[src/rtl/game_pkg.sv]
// Shared types and constants for the game round controller and its win checker.
package game_pkg;

  typedef enum logic [2:0] {
    StIdle   = 3'd0,
    StSettle = 3'd1,
    StPlay   = 3'd2,
    StWin    = 3'd3,
    StLose   = 3'd4,
    StDone   = 3'd5
  } state_e;

  localparam int unsigned NumCellsDefault = 32;

  localparam logic [31:0] WinAllZero = 32'h0000_0000;
  localparam logic [31:0] WinAllOne  = 32'hFFFF_FFFF;
  localparam logic [31:0] WinOdd     = 32'h5555_5555;
  localparam logic [31:0] WinEven    = 32'hAAAA_AAAA;

  function automatic logic is_win_pattern(input logic [31:0] s);
    return (s == WinAllZero) || (s == WinAllOne) || (s == WinOdd) || (s == WinEven);
  endfunction

endpackage

[src/rtl/buzz_timer.sv]
// Buzzer timer: a load pulse raises the level for exactly CYCLES cycles; done marks the last one.
module buzz_timer #(
  parameter int unsigned CYCLES = 4
) (
  input  logic clk,
  input  logic reset,
  input  logic load,
  output logic done,
  output logic level
);
  localparam int unsigned CntW = $clog2(CYCLES + 1);

  logic [CntW-1:0] cnt_q;
  logic            level_q;

  assign done  = level_q && (cnt_q == '0);
  assign level = level_q;

  always_ff @(posedge clk) begin
    if (reset) begin
      cnt_q   <= '0;
      level_q <= 1'b0;
    end else if (load) begin
      cnt_q   <= CntW'(CYCLES - 1);
      level_q <= 1'b1;
    end else if (level_q) begin
      if (cnt_q == '0) begin
        level_q <= 1'b0;
      end else begin
        cnt_q <= cnt_q - 1'b1;
      end
    end
  end

endmodule

[src/rtl/game_round_ctrl.sv]
// Round sequencer: loads a seed, applies player toggles, waits out the checker, then buzzes or
// declares a loss.
module game_round_ctrl
  import game_pkg::*;
#(
  parameter int unsigned NUM_CELLS   = NumCellsDefault,
  parameter int unsigned IDX_W       = 5,
  parameter int unsigned CHECK_LAT   = 2,
  parameter int unsigned MAX_MOVES   = 16,
  parameter int unsigned BUZZ_CYCLES = 50000000
) (
  input  logic                 clk,
  input  logic                 reset,
  input  logic                 start,
  input  logic [NUM_CELLS-1:0] seed,
  input  logic                 move_valid,
  input  logic [IDX_W-1:0]     move_idx,
  input  logic                 win_in,
  output logic [NUM_CELLS-1:0] screen_values,
  output logic                 move_ready,
  output logic [7:0]           move_count,
  output logic                 buzz,
  output logic                 won,
  output logic                 lost,
  output logic                 busy
);
  localparam logic [2:0]           SettleLast = 3'(CHECK_LAT - 1);
  localparam logic [7:0]           MoveBudget = 8'(MAX_MOVES);
  localparam logic [NUM_CELLS-1:0] CellOne    = NUM_CELLS'(1);

  state_e               state_q, state_d;
  logic [NUM_CELLS-1:0] screen_q;
  logic [7:0]           count_q;
  logic [2:0]           settle_q;
  logic                 won_q, lost_q;
  logic                 idx_ok, start_take, move_take, settle_last, buzz_load, buzz_done;
  logic                 lose_enter;

  assign idx_ok      = 32'(move_idx) < NUM_CELLS;
  assign start_take  = start && ((state_q == StIdle) || (state_q == StDone));
  assign move_take   = move_valid && move_ready && idx_ok;
  assign settle_last = (state_q == StSettle) && (settle_q == SettleLast);
  // Win is checked before the budget so a winning final move still wins.
  assign buzz_load   = settle_last && win_in;
  assign lose_enter  = settle_last && !win_in && (count_q == MoveBudget);

  always_ff @(posedge clk) begin
    if (reset) begin
      state_q <= StIdle;
    end else begin
      state_q <= state_d;
    end
  end

  always_comb begin
    state_d = state_q;
    unique case (state_q)
      StIdle, StDone: if (start_take) state_d = StSettle;
      StSettle: begin
        if (buzz_load)       state_d = StWin;
        else if (lose_enter) state_d = StLose;
        else if (settle_last) state_d = StPlay;
      end
      StPlay:  if (move_take) state_d = StSettle;
      StWin:   if (buzz_done) state_d = StDone;
      StLose:  state_d = StDone;
      default: state_d = StIdle;
    endcase
  end

  always_comb begin
    move_ready = (state_q == StPlay);
    busy       = !((state_q == StIdle) || (state_q == StDone));
  end

  always_ff @(posedge clk) begin
    if (reset) begin
      screen_q <= '0;
      count_q  <= '0;
      settle_q <= '0;
      won_q    <= 1'b0;
      lost_q   <= 1'b0;
    end else begin
      if (start_take) begin
        screen_q <= seed;
        count_q  <= '0;
        settle_q <= '0;
        won_q    <= 1'b0;
        lost_q   <= 1'b0;
      end else if (move_take) begin
        screen_q <= screen_q ^ (CellOne << move_idx);
        if (count_q != MoveBudget) count_q <= count_q + 8'd1;
        settle_q <= '0;
      end else if (state_q == StSettle) begin
        settle_q <= settle_q + 3'd1;
      end
      if (buzz_load)  won_q  <= 1'b1;
      if (lose_enter) lost_q <= 1'b1;
    end
  end

  buzz_timer #(
    .CYCLES(BUZZ_CYCLES)
  ) u_buzz_timer (
    .clk  (clk),
    .reset(reset),
    .load (buzz_load),
    .done (buzz_done),
    .level(buzz)
  );

  assign screen_values = screen_q;
  assign move_count    = count_q;
  assign won           = won_q;
  assign lost          = lost_q;

endmodule

[config.mk]
export PLATFORM = sky130hd
export DESIGN_NAME = game_round_ctrl
export DESIGN_NICKNAME = d
export VERILOG_FILES = /design/src/rtl/game_pkg.sv /design/src/rtl/buzz_timer.sv /design/src/rtl/game_round_ctrl.sv
export SDC_FILE = /design/constraint.sdc
export NUM_CORES = 1
export LEC_CHECK = 0
export ABC_AREA = 1
export BUFFER_PORTS_ARGS = -buffer_cell sky130_fd_sc_hd__buf_2
export CAP_MARGIN = 30
export CORE_MARGIN = 4
export CORE_UTILIZATION = 56
export CTS_CLUSTER_DIAMETER = 60
export DETAILED_ROUTE_END_ITERATION = 8
export HOLD_SLACK_MARGIN = 0.02
export PLACE_DENSITY_LB_ADDON = 0.25
export SLEW_MARGIN = 25
export SYNTH_ARGS = -nofsm -noshare
export SYNTH_HDL_FRONTEND = slang
export SYNTH_SLANG_ARGS = --single-unit
[constraint.sdc]
create_clock -name clk -period 2.15 [get_ports clk]
set_input_delay 0.215 -clock clk [delete_from_list [all_inputs] [get_ports clk]]
set_output_delay 0.215 -clock clk [all_outputs]
set_load 0.005 [all_outputs]
==> out/metrics.yaml <==
global_route:
  grt_start_max_net_pins: 63
  grt_pass1_wl_um: 20200
  grt_overflow: 0
  grt_pass1_vias: 4568
  track_usage_pct: 24.6
  antenna_found_initial: 0
synth:
  syn_nets: 755
  synth_seq_area_share_pct: 32.3
  yosysWarnings: 0
  syn_inst: 708
  synthDominantCellAreaShare_pct: 32.3
  ys_top_cells_by_area: "dfxtp_1 (32%), nand2_1 (15%), nand3_1 (6.1%)"
  synth-seq-cells: 75
  yosysTopAreaCell: "dfxtp_1"
  ys_types: 41
  synth_area_um2: 4650
  avgSynthCellArea_um2: 6.57
sta:
  fmax_ghz: 0.526
  period_share_pct: 88.4
  tightest_slew_ns: 0.634
  setup_viol: 0
  fin_skew_ns: 0.00903
  slew_violations: 0
  relSlewSlack_pct: 57.7
  rsz0062_at_grt: "no"
  hold_violations: 0
  fin_crit_ns: 1.90
  setup_tns_ns: 0
floorplanning:
  ios: 87
  die-area_um2: 9820
  core_um2: 7890
  start_util_pct: 58.9
  die_w_um: 99.1
  chipHeight_um: 99.1
  core.rowCount: 32
routing:
  drc: 0
  avgRoutedWirePerCell_um: 13.4
  ant_nets: 0
  drt_iter0_markers: 251
  first_pass_iters: 5
  viasPerCell: 5.47
  wirelength_um: 12000
  vias: 4889
clocking:
  htreeDepth: 3
  ctsHoldBuffers: 0
  clock-root-buffer: "clkbuf_8"
  post_cts_buffers: 0
  clockBufferDepth: 2
  clkTransAtPathRegs_ns: 0.09
  cts_resized: 0
  cts_num_sinks: 75
  cts_buffers: 9
  clk_latency_ns: 0.36
  cts_tree: "yes"
worst_setup_path:
  max_stage_delay_ns: 0.35
  start_kind: "flop"
  crit_required_ns: 2.43
  cp.arrival_ns: 2.18
  path_class: "flop to flop"
  crit_slowest_cell: "dfxtp_1"
  cp_common_cell: "nor2_2"
  r2r-start: "u_buzz_timer.cnt_q[0]"
  critPathCaptureType: "flop"
  startpoint: "u_buzz_timer.cnt_q[0]"
  crit_chain: "inv_2 -> ha_2 -> nand2_2 -> nor2_4 -> nand2_1 -> nor2_2 -> nor2_2 -> buf_4 -> nor2_2 -> nand2_1 -> a21oi_1"
  crit_path_max_fanout: 21
worst_hold_path:
  hold_path.startpoint: "seed[9]"
  hold_path_class: "input pin to flop"
power:
  power.leakage_nw: 2.69
  power_density_nw_per_um2: 992
  peakVddDrop_v: 0.000560
placed_design:
  port_buffers: 86
  place_hpwl_um: 8710
  dp.cells: 878
  gp_congestion: 0.956
finish:
  n_antenna_cell: 0
  fin_cells: 894
  drive_gt1_share_pct: 19.7
  fin_nets: 834
  syn2layout_area_growth_pct: 15.6
flow_run:
  cap_violations: 0
status:
  status: "finished, final reports clean"
## report_power, final
group / total (mW) / switching, mW / internal (mW)
logic: 2.24 / 1.42 / 0.821
clock network: 1.25 / 0.563 / 0.688
registers: 1.84 / 0.214 / 1.62
## cells in the mapped netlist, drive strengths merged
library cell,number
inv,77
nand2,191
buf,17
dfxtp,75
or2,4
o211ai,17
clkinv,1
nand3,59
clkbuf,9
a21oi,38
nor3,13
nand3b,4
xor2,30
xnor2,1
nand4,28
o22ai,3
o21a,1
ha,5
o221ai,2
o21bai,1
a31oi,1
and2,1
nor3b,1
o21ai,43
nor2,86
## stage by stage
step           setup WS, ns  instance area (µm²)  power [mW]  util (%)  hold WS (ns)
2_1_floorplan         0.486                 4650        3.47         -         0.373
6_report              0.249                 5370        5.33      68.1        0.0960
4_1_cts               0.156                 5370        5.31      68.0        0.0949
3_3_place_gp          0.281                 5140        4.01      65.2         0.433
3_5_place_dp          0.176                 5140        4.07      65.2         0.443
5_1_grt              0.0516                 5370        5.73      68.1        0.0981
## layer usage
metal	global-route usage [%]	wire, µm	up-vias
met4	8.82	199	0
met3	5.61	955	22
met2	41.9	5700	179
met1	30.4	5110	2216
li1	-	-	2472
met5	0	0	-
## critical path, delay by kind of cell (launching register included)
family,cells,cell delay [ns]
adder cells (fa/ha/maj),1,0.24
flip-flops,1,0.35
AND/OR/NAND/NOR,7,0.77
AO/OA/AOI/OAI,1,0.14
buffers and inverters,2,0.31
## state kept, by name (all words and copies together), names as in the netlist
signal	cells
screen_values	32
u_buzz_timer.cnt_q	26
move_count	8
settle_q	3
state_q	3
lost	1
u_buzz_timer.level	1
won	1
## logic make-up after synthesis
family | Yosys count | synth area share, %
buf+inv | 104 | 9.31
fa+ha+maj | 5 | 1.35
xor+xnor | 31 | 5.84
simple gates | 387 | 37.8
compound gates | 106 | 13.4
flops | 75 | 32.3
## cell usage in the layout, fill, tap and decap left out, types with 4 or more instances in the layout
master,instances
inv_2,10
buf_4,7
a21oi_1,38
or2_2,4
inv_1,66
xor2_1,30
buf_2,86
nand2_2,4
o21ai_1,18
nand3_1,57
o211ai_1,16
nand4_1,28
dfxtp_1,75
o21ai_0,24
clkbuf_8,10
nor2_1,73
nand2_1,184
nor3_1,11
nor2_2,9
ha_1,4
nand3b_1,4
## final timing paths
check / endpoint / slack [ns] / cells past startpoint
hold / removal: screen_values[9] / 0.1 / 3
setup reg to reg: u_buzz_timer.cnt_q[6] / 0.25 / 11
hold reg to reg: won / 0.45 / 2
setup / recovery: u_buzz_timer.cnt_q[6] / 0.25 / 11
## cell type report
cell class / count / area (µm²)
tap: 102 / 128
timing repair buffer: 94 / 503
fill: 700 / 2520
sequential: 75 / 1500
clock inverter: 6 / 87.6
clock buffer: 10 / 138
multi-input combinational: 529 / 2720
inverter: 78 / 295
(Power assumes the default switching activity.)
